==> src/rtl/conv_framer.sv <==
// Raw pixel stream to AXI4-Stream video framer (tuser = start of frame, tlast = end of line).
// Define CONV_FRAMER_FRAME_CNT_EN to build the completed-frame counter behind frame_cnt_o.
module conv_framer #(
    parameter int PIXEL_W = 8,
    parameter int COL_W   = 12,
    parameter int ROW_W   = 12
) (
    input  logic               clk_i,
    input  logic               rst_n,
    input  logic               en_i,
    input  logic [COL_W-1:0]   cfg_width_i,
    input  logic [ROW_W-1:0]   cfg_height_i,
    input  logic               px_valid_i,
    input  logic [PIXEL_W-1:0] px_data_i,
    output logic               px_ready_o,
    output logic               m_tvalid_o,
    output logic [PIXEL_W-1:0] m_tdata_o,
    output logic               m_tuser_o,
    output logic               m_tlast_o,
    input  logic               m_tready_i,
    output logic               busy_o,
    output logic [15:0]        frame_cnt_o
);

    typedef enum logic [0:0] {
        ST_IDLE   = 1'b0,
        ST_ACTIVE = 1'b1
    } state_t;

    state_t             r_state;
    state_t             w_state_nxt;
    logic               w_latch;
    logic [COL_W-1:0]   r_width;
    logic [ROW_W-1:0]   r_height;
    logic [COL_W-1:0]   r_col;
    logic [ROW_W-1:0]   r_row;
    logic               r_tvalid;
    logic [PIXEL_W-1:0] r_tdata;
    logic               r_tuser;
    logic               r_tlast;
    logic               r_busy;

    logic w_cfg_ok;
    logic w_ready;
    logic w_accept;
    logic w_last_col;
    logic w_last_row;
    logic w_first_px;
    logic w_frame_done;

    assign w_cfg_ok     = en_i && (cfg_width_i != {COL_W{1'b0}}) && (cfg_height_i != {ROW_W{1'b0}});
    assign w_ready      = (r_state == ST_ACTIVE) && (!r_tvalid || m_tready_i);
    assign w_accept     = px_valid_i && w_ready;
    assign w_last_col   = (r_col == (r_width - COL_W'(1)));
    assign w_last_row   = (r_row == (r_height - ROW_W'(1)));
    assign w_first_px   = (r_col == {COL_W{1'b0}}) && (r_row == {ROW_W{1'b0}});
    assign w_frame_done = w_accept && w_last_col && w_last_row;

    // Next-state logic; a frame only ends on its final accepted pixel, so en_i never truncates one.
    always_comb begin
        w_state_nxt = r_state;
        w_latch     = 1'b0;
        case (r_state)
            ST_IDLE: begin
                if (w_cfg_ok) begin
                    w_state_nxt = ST_ACTIVE;
                    w_latch     = 1'b1;
                end else begin
                    w_state_nxt = ST_IDLE;
                end
            end
            ST_ACTIVE: begin
                if (w_frame_done) begin
                    if (w_cfg_ok) begin
                        w_state_nxt = ST_ACTIVE;
                        w_latch     = 1'b1;
                    end else begin
                        w_state_nxt = ST_IDLE;
                    end
                end else begin
                    w_state_nxt = ST_ACTIVE;
                end
            end
            default: begin
                w_state_nxt = ST_IDLE;
            end
        endcase
    end

    // State register and registered busy flag.
    always_ff @(posedge clk_i or negedge rst_n) begin
        if (!rst_n) begin
            r_state <= ST_IDLE;
            r_busy  <= 1'b0;
        end else begin
            r_state <= w_state_nxt;
            r_busy  <= (w_state_nxt == ST_ACTIVE);
        end
    end

    // Geometry latch and column/row position within the frame.
    always_ff @(posedge clk_i or negedge rst_n) begin
        if (!rst_n) begin
            r_width  <= {COL_W{1'b0}};
            r_height <= {ROW_W{1'b0}};
            r_col    <= {COL_W{1'b0}};
            r_row    <= {ROW_W{1'b0}};
        end else begin
            if (w_latch) begin
                r_width  <= cfg_width_i;
                r_height <= cfg_height_i;
            end
            if (w_accept) begin
                if (w_last_col) begin
                    r_col <= {COL_W{1'b0}};
                    if (w_last_row) begin
                        r_row <= {ROW_W{1'b0}};
                    end else begin
                        r_row <= r_row + ROW_W'(1);
                    end
                end else begin
                    r_col <= r_col + COL_W'(1);
                end
            end else if (r_state == ST_IDLE) begin
                r_col <= {COL_W{1'b0}};
                r_row <= {ROW_W{1'b0}};
            end
        end
    end

    // Output skid register: loads on acceptance, holds while stalled, drains on ready.
    always_ff @(posedge clk_i or negedge rst_n) begin
        if (!rst_n) begin
            r_tvalid <= 1'b0;
            r_tdata  <= {PIXEL_W{1'b0}};
            r_tuser  <= 1'b0;
            r_tlast  <= 1'b0;
        end else if (w_accept) begin
            r_tvalid <= 1'b1;
            r_tdata  <= px_data_i;
            r_tuser  <= w_first_px;
            r_tlast  <= w_last_col;
        end else if (m_tready_i) begin
            r_tvalid <= 1'b0;
        end
    end

`ifdef CONV_FRAMER_FRAME_CNT_EN
    logic [15:0] r_frame_cnt;

    // Completed-frame counter, wraps modulo 2^16.
    always_ff @(posedge clk_i or negedge rst_n) begin
        if (!rst_n) begin
            r_frame_cnt <= 16'd0;
        end else if (w_frame_done) begin
            r_frame_cnt <= r_frame_cnt + 16'd1;
        end
    end

    assign frame_cnt_o = r_frame_cnt;
`else
    assign frame_cnt_o = 16'd0;
`endif

    assign px_ready_o = w_ready;
    assign m_tvalid_o = r_tvalid;
    assign m_tdata_o  = r_tdata;
    assign m_tuser_o  = r_tuser;
    assign m_tlast_o  = r_tlast;
    assign busy_o     = r_busy;

endmodule

==> config.mk <==
export PLATFORM = sky130hd
export DESIGN_NAME = conv_framer
export DESIGN_NICKNAME = d
export VERILOG_FILES = /design/src/rtl/conv_framer.sv
export SDC_FILE = /design/constraint.sdc
export NUM_CORES = 1
export LEC_CHECK = 0
export ABC_CLOCK_PERIOD_IN_PS = 3300
export CAP_MARGIN = 10
export CORE_AREA = 2 2 95 97
export DETAILED_ROUTE_END_ITERATION = 10
export DIE_AREA = 0 0 97 99
export GPL_ROUTABILITY_DRIVEN = 0
export HOLD_SLACK_MARGIN = 0.02
export PLACE_DENSITY = 0.89
export REMOVE_ABC_BUFFERS = 1
export SETUP_SLACK_MARGIN = 0.3
export SLEW_MARGIN = 20
export SYNTH_ARGS = -nofsm -noshare
export SYNTH_HDL_FRONTEND = slang
export SYNTH_SLANG_ARGS = --single-unit
export TNS_END_PERCENT = 1
==> constraint.sdc <==
create_clock -name clk_i -period 3.3 [get_ports clk_i]
set_input_delay 0.66 -clock clk_i [delete_from_list [all_inputs] [get_ports clk_i]]
set_output_delay 0.66 -clock clk_i [all_outputs]
set_load 0.03 [all_outputs]
---- Word-level counts from Yosys, hierarchy flattened ----
Index checks and enable logic that the tools add are counted.
word-level totals
  register bits after elaboration ......... 60
  input bits .............................. 37
  output and inout port bits .............. 29
cells by class
  equal/unequal tests ..................... 4
  muxes and demuxes ....................... 13
  $add $sub $neg .......................... 4
  reduce and logical (&&, ||, !) cells .... 15
  bitwise logic cells ..................... 1
operator list
  kind                                                number
  two-way mux 12 bit                                  6
  adder 12 x 1 -> 12 bit, second input constant       2
  equality test 12 bit                                2
  logical NOT 12 bit                                  2
  nonzero test 12 bit                                 2
  subtractor 12 x 1 -> 12 bit, second input constant  2
  logical AND 1 bit                                   7
  two-way mux 1 bit                                   5
  != test 2 x 1 -> 1 bit, second input constant       2
  one-hot mux 1 bit (2 select lines)                  2
  AND reduction 2 bit                                 1
  nonzero test 2 bit                                  1
  logical NOT 1 bit                                   1
  logical OR 1 bit                                    1
  NOT 1 bit                                           1

---- Logic depth before layout (Yosys ltp) ----
Gate-level depths: netlist of the first run.
  depth in word-level cells ............... 8
  depth in mapped cells ................... 11
  gate-level depth less buffers ........... 9

---- Least setup slack after synthesis of the first run ----
Ideal clock, no wire load.
  path kind ............................... register to register
  start point ............................. reg r_width[0]
  end point ............................... reg r_row[5]
  setup slack ............................. 833 ps
  data required time ...................... 3180 ps
  period minus slack after synthesis ...... 2467 ps
  arrival time ............................ 2348 ps
  cell stages (with the launch flop) ...... 12
  setup time .............................. 120 ps
  cell sequence ........................... dfrtp_1 > inv_1 > ha_1 > nor2b_1 > nand3b_1 > a211o_1 > nor4_1 > and4_1 > buf_4 > buf_6 > o21ai_1 > a31o_1
on the way
  cells in the longest elaborated chain, start to end .. 4
RTL lines
  item                              line  text
  start: declaration                33    logic [COL_W-1:0] r_width;
  start signal: assignment          104   r_width <= {COL_W{1'b0}};
  start signal: assignment          110   r_width <= cfg_width_i;
  subtractor 12 x 1 -> 12 bit       54    assign w_last_col = (r_col == (r_width - COL_W'(1)));
  equality test 12 bit              54
  != test 2 x 1 -> 1 bit (no line)  n/a
  AND reduction 2 bit (no line)     n/a
  end signal: assignment            107   r_row <= {ROW_W{1'b0}};
  end signal: assignment            117   r_row <= {ROW_W{1'b0}};
  end signal: assignment            119   r_row <= r_row + ROW_W'(1);
  end: declaration                  36    logic [ROW_W-1:0] r_row;
No other way between the ends.
A chain may end at the register's enable or synchronous reset.

---- Final worst setup path of the first run ----
  start point ............................. reg r_height[0]
  end point ............................... reg r_row[9]
on the way
  cells in the longest elaborated chain, start to end .. 5
RTL lines
  item                         line  text
  start: declaration           34    logic [ROW_W-1:0] r_height;
  start signal: assignment     105   r_height <= {ROW_W{1'b0}};
  start signal: assignment     111   r_height <= cfg_height_i;
  subtractor 12 x 1 -> 12 bit  55    assign w_last_row = (r_row == (r_height - ROW_W'(1)));
  equality test 12 bit         55
  two-way mux 12 bit           116   if (w_last_row) begin
  two-way mux 12 bit           114   if (w_last_col) begin
  two-way mux 12 bit           113   if (w_accept) begin
  end signal: assignment       117
  end signal: assignment       119
  end signal: assignment       126   r_row <= {ROW_W{1'b0}};
No other way between the ends. The select of a mux whose other input is x is not followed.

==> out/metrics.yaml, run 1 <==
synthesis:
  ys_seq_area_frac: 0.322
  synth_edf_count: 0
  synth-seq-cells: 60
  async_reset_ff_frac: 1.00
  synthCells: 572
  syn_area_per_cell_um2: 8.14
  ys.warnings.count: 0
  ys.flop_type: "dfrtp_1"
  synth_cell_types: 63
  syn_area_mm2: 0.00466
final_layout:
  final_common_cell: "nand2_1"
  fin_util: 0.627
  layout.nets: 637
  final_cell_mix: "nand2_1, dfrtp_1, nand3b_1"
  stdcell_area_mm2: 0.00536
  final_layout_size_suffix_gt1_frac: 0.0835
  num-fill-cells: 689
  diodes: 0
  area_growth_pct: 15.1
place:
  dp_slack_ns: 0.286
  place_area_mm2: 0.00511
  io_buffers: 49
  dpl.hpwl_mm: 8.42
worst_setup_path:
  reg2reg_from: "r_height[0]"
  reg2regPathDepth: 10
  r2r-end: "r_row[9]"
  endpoint_kind: "flip-flop"
  start_kind: "flip-flop"
  crit_chain: "inv_1, ha_1, nor4b_4, buf_4, a311oi_1, o2bb2ai_1, a31oi_1, or4_1, a32oi_1, o21ai_1"
  r2r_setup_slack_ns: 0.45
  startpoint: "r_height[0]"
  critical_path.max_stage_delay_ns: 0.71
  crit_path_end: "r_row[9]"
  crit_path_top_delay_cell: "or4_1"
  arrival_ns: 3.09
  crit_type: "reg -> reg"
  crit_fanout: 7
  required_ns: 3.54
clock_network:
  numClockSinks: 60
  root_buffer: "clkbuf_8"
  clock_latency_ns: 0.35
  cts.clk_slew.worst_paths_ns: 0.07
  cts_buffer_depth: 2
  cts_tree: "built"
  numCtsBuffers: 9
  cts_htree_levels: 3
global_route:
  grt_first_pass_wirelength_mm: 20.1
  gr-total-overflow: 0
  grt.total_usage: 0.251
  antenna_found_initial: 0
  grt_pass1_vias: 4317
  grt_max_degree: 67
sta:
  hold_viol: 0
  finalSetupTns_ns: 0
  skew_ns: 0.00721
  min_period_ns: 2.85
  relSlewSlack: 0.588
  min_period_over_period: 0.864
  setup_viol: 0
  worst_pin_slew_ns: 0.618
  grt_setup_unrepaired: "yes"
  max_clock_freq_mhz: 351
  setup_ws_ns: 0.448
  finalMaxSlewViolations: 0
pwr:
  power_density_mw_per_mm2: 365
  ir_drop_mv: 0.225
  p_leak_uw: 0.00230
floorplan:
  die_y_um: 99
  die_area_mm2: 0.00960
  fp-row-count: 34
  coreArea_mm2: 0.00855
  ioPinCount: 66
  start_util: 0.544
  die_w_um: 97
drt:
  dr_total_vias: 4523
  drt-pass1-iter-count: 5
  ant_nets: 0
  viasPerCell: 6.40
  drt-total-wl_mm: 12.1
  drc_errors: 0
  wire_per_inst_um: 17.2
  drt_iter0_markers: 327
run:
  maxCapViolations: 0
hold_path:
  hp-class: "in -> async"
run_status:
  status: "finished, final reports clean"
## sequential cells by signal, summed over array words and instances (netlist names), 8 cells and up
name and flops:
m_tdata_o 8, r_col 12, r_height 12, r_row 12, r_width 12
## cell families (layout without fill, tap and decap cells)
family | after synthesis | count (layout) | share of synthesized area
AO/OA/AOI/OAI | 85 | 85 | 0.136
XOR/XNOR | 31 | 31 | 0.0583
adder cells (fa/ha/maj) | 6 | 6 | 0.0161
buffers and inverters | 83 | 95 | 0.0887
flip-flops | 60 | 60 | 0.322
multiplexers | 7 | 7 | 0.0151
other | 1 | 16 | 0.000805
AND/OR/NAND/NOR | 299 | 299 | 0.363
## cells in the mapped netlist, types with 3 or more instances
master	number	area, um^2
a21oi_1	4	20.0
a31oi_1	9	56.3
and2_1	3	18.8
and3_1	11	68.8
buf_1	3	11.3
buf_2	13	65.1
buf_4	20	150
clkbuf_1	28	105
dfrtp_1	60	1500
ha_1	6	75.1
inv_1	16	60.1
mux2i_1	7	70.1
nand2_1	94	353
nand2b_1	6	37.5
nand3_1	48	240
nand3b_1	57	428
nand4_1	31	194
nor2_1	9	33.8
nor2b_1	3	18.8
nor3_1	7	35.0
nor4_1	13	81.3
o211ai_1	19	143
o21a_1	3	22.5
o21ai_0	7	35.0
o21ai_1	6	30.0
o221ai_1	6	52.6
o22ai_1	6	37.5
xnor2_1	14	123
xor2_1	17	149
## metal layers
layer,track usage,up-vias,part of all wire
met5,0,-,0
met4,0.135,0,0.034
met3,0.0383,40,0.054
met2,0.436,186,0.52
met1,0.299,2197,0.40
li1,-,2100,-
## timing repair
item                       4_1_cts  5_1_grt
resized for setup                1        3
setup buffers                    0        1
setup endpoints to repair        4       46
hold buffers                     0        0
## where the power goes
part           switching (uW)  internal [uW]
combinational             199            147
sequential               73.9            779
clock                     313            444
## through the flow
step,cells,total power (uW),hold WS [ns]
floorplan,520,1030,0.364
global placement,690,1190,0.458
detailed placement,690,1210,0.463
CTS,706,1960,0.330
global route,707,2020,0.362
finish,707,1950,0.322
## worst min path at each step
| stage | slack, ns | cells past startpoint | end | start |
|---|---|---|---|---|
| global route | 0.36 | 1 | busy_o | rst_n |
| finish | 0.32 | 1 | r_width[9] | rst_n |
| floorplan | 0.36 | 0 | busy_o | rst_n |
| detailed placement | 0.46 | 2 | m_tdata_o[7] | m_tdata_o[7] |
| global placement | 0.46 | 2 | m_tdata_o[3] | m_tdata_o[3] |
| CTS | 0.33 | 1 | busy_o | rst_n |
## final cells by class
cell class	instances	area, um^2	area share
multi-input cells	444	2820	0.526
flip-flops and latches	60	1500	0.280
repair buffers	63	616	0.115
clock buffers	10	138	0.0257
well taps	108	135	0.0252
clock inverters	6	87.6	0.0163
inverters	16	60.1	0.0112
## critical path: cells and delay by family (launching register included)
kind	cells	cell delay (ns)
AO/OA/AOI/OAI	5	0.82
AND/OR/NAND/NOR	2	0.89
flip-flops	1	0.46
buffers and inverters	2	0.28
adder cells (fa/ha/maj)	1	0.28
Power figures use the tool's default switching activity.
==> run 2, diff against run 1 <==
Settings changed: CTS_CLUSTER_DIAMETER set to 60, HOLD_SLACK_MARGIN 0.02 to 0.08, MAX_ROUTING_LAYER set to met4.
==> run 2 against run 1 <==
Net effect:
- core utilization decreased by 0.10 points
- die area unchanged
- routed wire length shrank 0.64%
- final cell count fell by 0.14%
- worst hold slack worse by 0.0022 ns
- critical path depth down 1
- via count increased by 0.11%
- clock-buffer cell count did not move
- design area fell by 0.16%
- combinational power hardly changed
- sequential cell count unchanged
- sequential share of layout area about the same
- highest routed layer unchanged
==> out/metrics.yaml, run 2 (synthesized netlist as in run 1, its figures left out) <==
run_status:
  status: "finished, final reports clean"
sta:
  grt_setup_unrepaired: "yes"
  skew_ns: 0.00852  # +0.00131 ns
  finalMaxSlewViolations: 0  # unchanged
  setup_viol: 0  # unchanged
  hold_viol: 0  # unchanged
  min_period_over_period: 0.878  # +0.0143
  max_clock_freq_mhz: 345  # -1.6%
  relSlewSlack: 0.589  # +0.00133
  finalSetupTns_ns: 0  # unchanged
  worst_pin_slew_ns: 0.616  # -0.00200 ns
  min_period_ns: 2.90  # +0.0473 ns
clock_network:
  cts_tree: "built"
  cts_htree_levels: 3  # unchanged
  numCtsBuffers: 9  # unchanged
  clock_latency_ns: 0.35  # about the same
  cts_buffer_depth: 2  # unchanged
  cts_resized: 1  # unchanged
  root_buffer: "clkbuf_8"
  numClockSinks: 60  # unchanged
  cts.clk_slew.worst_paths_ns: 0.07  # about the same
  holdBufCountCts: 0  # unchanged
  post_cts_buffers: 0  # unchanged
pwr:
  total_power_uw: 1950  # about the same
  ir_drop_mv: 0.225  # +0.16%
  p_leak_uw: 0.00230  # -0.21%
  power_density_mw_per_mm2: 365  # +0.13%
worst_setup_path:
  arrival_ns: 3.14  # +0.05 ns
  crit_fanout: 15  # +8
  start_kind: "flip-flop"
  required_ns: 3.54  # about the same
  endpoint_kind: "flip-flop"
  crit_type: "reg -> reg"
floorplan:
  die_w_um: 97  # unchanged
  ioPinCount: 66  # unchanged
  coreArea_mm2: 0.00855  # unchanged
  fp-row-count: 34  # unchanged
  start_util: 0.544  # unchanged
  die_area_mm2: 0.00960  # unchanged
  die_y_um: 99  # unchanged
global_route:
  grt_max_degree: 67  # unchanged
  grt.total_usage: 0.259  # +0.00776
  antenna_found_initial: 0  # unchanged
  grt_pass1_vias: 4313  # -0.093%
  grt_first_pass_wirelength_mm: 20.0  # -0.17%
  gr-total-overflow: 0  # unchanged
final_layout:
  final_cell_mix: "nand2_1, dfrtp_1, nand3b_1"
  final_common_cell: "nand2_1"
  layout.nets: 636  # -0.16%
  final_cells: 706  # -0.14%
  area_growth_pct: 14.9
  num-fill-cells: 690  # +0.15%
  final_layout_size_suffix_gt1_frac: 0.0803  # -0.00320
  diodes: 0  # unchanged
drt:
  drt-total-wl_mm: 12.1  # -0.64%
  drt_iter0_markers: 302  # -7.6%
  dr_total_vias: 4528  # +0.11%
  wire_per_inst_um: 17.1  # -0.50%
  viasPerCell: 6.41  # +0.25%
  ant_nets: 0  # unchanged
  drc_errors: 0  # unchanged
  drt-pass1-iter-count: 5  # unchanged
hold_path:
  hp-class: "in -> async"
place:
  place_inst: 690  # unchanged
  io_buffers: 49  # unchanged
  dpl.hpwl_mm: 8.42  # unchanged
run:
  maxCapViolations: 0  # unchanged
==> run 2: cell count changes in the layout (fill, tap and decap cells not counted) <==
cell | previous run | this run
buf_4 | 12 | 11
and4_2 | 1 | 0
and4_4 | 0 | 1
nor2b_1 | 2 | 3
nor2b_2 | 1 | 0
==> run 2: path summary, 6_finish.rpt <==
kind                              start      endpoint  slack, ns  depth (start not counted)
setup / recovery             r_width[0]      r_col[5]       0.40                          9
hold / removal                    rst_n    r_width[9]       0.32                          1
setup reg to reg             r_width[0]      r_col[5]       0.40                          9
hold reg to reg            m_tdata_o[7]  m_tdata_o[7]       0.47                          2
max in group asynchronous         rst_n      r_row[2]       2.37                          2
min in group clk_i         m_tdata_o[7]  m_tdata_o[7]       0.47                          2
==> run 2: report_power, final <==
group / total, uW / switching, uW / internal, uW
clock network: 759 / 316 / 444
registers: 852 / 72.9 / 779
logic: 343 / 197 / 146
==> run 2: worst max-delay path, cell delays in order, from the launching register on <==
cell      delay (ns)
dfrtp_1         0.45
inv_1           0.11
ha_1            0.19
nor2b_1         0.38
nand4b_1        0.19
xnor2_1         0.17
nor4_2          0.45
nand3_2         0.34
a31o_2          0.33
a22o_1          0.17
==> run 2: routing by layer <==
metal	wire length, um	GRT usage
met1	4850	0.300
met2	6150	0.436
met3	632	0.0383
met5	0	-
met4	442	0.135
==> run 2: per-stage QoR <==
stage | hold slack, ns | worst slack [ns] | cell area (um^2) | utilization
final | 0.320 | 0.401 | 5350 | 0.626
after global routing | 0.362 | 0.225 | 5350 | 0.626
after CTS | 0.330 | 0.266 | 5340 | 0.624
after detailed placement | 0.463 | 0.286 | 5110 | 0.598
after global placement | 0.458 | 0.402 | 5110 | 0.598
after floorplan | 0.364 | -1.22 | 4360 | -
==> run 2: area by class of cell <==
cell class	count	area (um^2)	area share
clock buffers	10	138	0.0257
clock inverters	6	87.6	0.0164
inverters	16	60.1	0.0112
multi-input cells	444	2820	0.527
flip-flops and latches	60	1500	0.281
well taps	108	135	0.0253
repair buffers	62	608	0.114
==> run 3, diff against run 2 <==
Settings changed: TNS_END_PERCENT 1 to not set.
==> run 3 against run 2 <==
Net effect:
- clock skew rose by 0.00059 ns
- clock-buffer cell count is the same
- clock power about the same
- die area stayed put
- non-clock buffer count is 1 higher
- first-iteration DRC count up 1.3%
- highest routed layer unchanged
- final cell count up 0.14%
- register-to-register slack improved by 0.02 ns
- sequential share of layout area hardly changed
==> out/metrics.yaml, run 3 (synthesized netlist as in run 1, its figures left out) <==
final_layout:
  num-fill-cells: 689  # -0.14%
  area_growth_pct: 15.1
  final_common_cell: "nand2_1"
  final_layout_size_suffix_gt1_frac: 0.0835  # +0.00320
  stdcell_area_mm2: 0.00536  # +0.16%
  final_cells: 707  # +0.14%
  final_cell_mix: "nand2_1, dfrtp_1, nand3b_1"
  diodes: 0  # unchanged
  multiInputGateArea_mm2: 0.00282  # about the same
  layout.nets: 637  # +0.16%
  regArea_mm2: 0.00150  # unchanged
pwr:
  ir_drop_mv: 0.225  # about the same
  total_power_uw: 1950  # about the same
  power_density_mw_per_mm2: 365  # -0.17%
  p_leak_uw: 0.00230  # +0.21%
floorplan:
  die_y_um: 99  # unchanged
  start_util: 0.544  # unchanged
  die_area_mm2: 0.00960  # unchanged
  coreArea_mm2: 0.00855  # unchanged
  ioPinCount: 66  # unchanged
  fp-row-count: 34  # unchanged
  die_w_um: 97  # unchanged
place:
  place_area_mm2: 0.00511  # unchanged
  io_buffers: 49  # unchanged
  dpl.hpwl_mm: 8.42  # unchanged
  place_inst: 690  # unchanged
clock_network:
  cts.clk_slew.worst_paths_ns: 0.07  # about the same
  numClockSinks: 60  # unchanged
  cts_tree: "built"
  root_buffer: "clkbuf_8"
  clock_latency_ns: 0.35  # about the same
  holdBufCountCts: 0  # unchanged
  cts_htree_levels: 3  # unchanged
  cts_buffer_depth: 2  # unchanged
  numCtsBuffers: 9  # unchanged
run:
  maxCapViolations: 0  # unchanged
worst_setup_path:
  required_ns: 3.56  # +0.02 ns
  crit_fanout: 12  # -3
  arrival_ns: 3.14  # about the same
  crit_type: "reg -> reg"
  endpoint_kind: "flip-flop"
  reg2reg_from: "r_width[0]"
  start_kind: "flip-flop"
  startpoint: "r_width[0]"
global_route:
  antenna_found_initial: 0  # unchanged
  grt_first_pass_wirelength_mm: 20.1  # +0.48%
  gr-total-overflow: 0  # unchanged
  grt_max_degree: 67  # unchanged
  grt.total_usage: 0.260  # +0.00156
  grt_pass1_vias: 4315  # +0.046%
drt:
  viasPerCell: 6.45  # +0.61%
  drt_iter0_markers: 306  # +1.3%
  drc_errors: 0  # unchanged
  drt-pass1-iter-count: 5  # unchanged
  drt-total-wl_mm: 12.3  # +1.7%
  wire_per_inst_um: 17.4  # +1.5%
  dr_total_vias: 4562  # +0.75%
  ant_nets: 0  # unchanged
run_status:
  status: "finished, final reports clean"
sta:
  grt_setup_unrepaired: "yes"
  max_clock_freq_mhz: 348  # +0.78%
  finalSetupTns_ns: 0  # unchanged
  hold_viol: 0  # unchanged
  min_period_ns: 2.88  # -0.0223 ns
  worst_pin_slew_ns: 0.619  # +0.00284 ns
  min_period_over_period: 0.872  # -0.00677
  skew_ns: 0.00911  # +0.000588 ns
  finalMaxSlewViolations: 0  # unchanged
  setup_viol: 0  # unchanged
  relSlewSlack: 0.587  # -0.00190
hold_path:
  hp-class: "in -> async"
## run 3: cell types whose count changed in the layout (fill, tap and decap cells not counted)
cell and change:
nor2b_2 +1, and4_4 -1, buf_4 +1, and4_2 +1, nor2b_1 -1
## run 3: layout make-up
class | instances | share of cell area
multi-input combinational | 444 | 0.526
timing repair buffer | 63 | 0.115
clock buffer | 10 | 0.0257
inverter | 16 | 0.0112
clock inverter | 6 | 0.0163
sequential | 60 | 0.280
tap | 108 | 0.0252
## run 3: metal layers
metal	global-route usage	up-vias	share of wire
li1	-	2098	-
met1	0.300	2204	0.40
met2	0.440	207	0.51
met3	0.0397	53	0.057
met4	0.135	0	0.039
met5	-	-	0
## run 3: worst max-delay path, stage by stage (launching register included)
cell and delay (ns):
dfrtp_1 0.45, inv_1 0.11, ha_1 0.19, nor2b_2 0.28, nand4b_1 0.17, xnor2_1 0.17
nor4_2 0.44, and4_2 0.50, nand2_2 0.18, o32ai_2 0.28
## run 3: stage by stage
stage                     hold WS (ns)  utilization  setup WS (ns)
after CTS                        0.330        0.625          0.311
after detailed placement         0.463        0.598          0.286
after global placement           0.458        0.598          0.402
after floorplan                  0.364            -          -1.22
final                            0.323        0.627          0.423
after global routing             0.362        0.627          0.264
## run 3: path summary, 6_finish.rpt
kind                       depth (start not counted)      endpoint  slack [ns]
hold / removal                                     1    r_width[3]        0.32
setup / recovery                                   9     r_row[11]        0.42
min in group clk_i                                 2  m_tdata_o[7]        0.47
hold reg to reg                                    2  m_tdata_o[7]        0.47
max in group asynchronous                          2      r_col[1]        2.37
setup reg to reg                                   9     r_row[11]        0.42
## run 3: where the power goes
group	internal (uW)	leakage [uW]	switching, uW
clock network	444	0.000105	314
logic	146	0.00152	198
registers	779	0.000675	73.6
## run 3: repair_timing
item                       4_1_cts  5_1_grt
setup buffers                    0        1
resized for setup                2        2
setup endpoints to repair        4       49
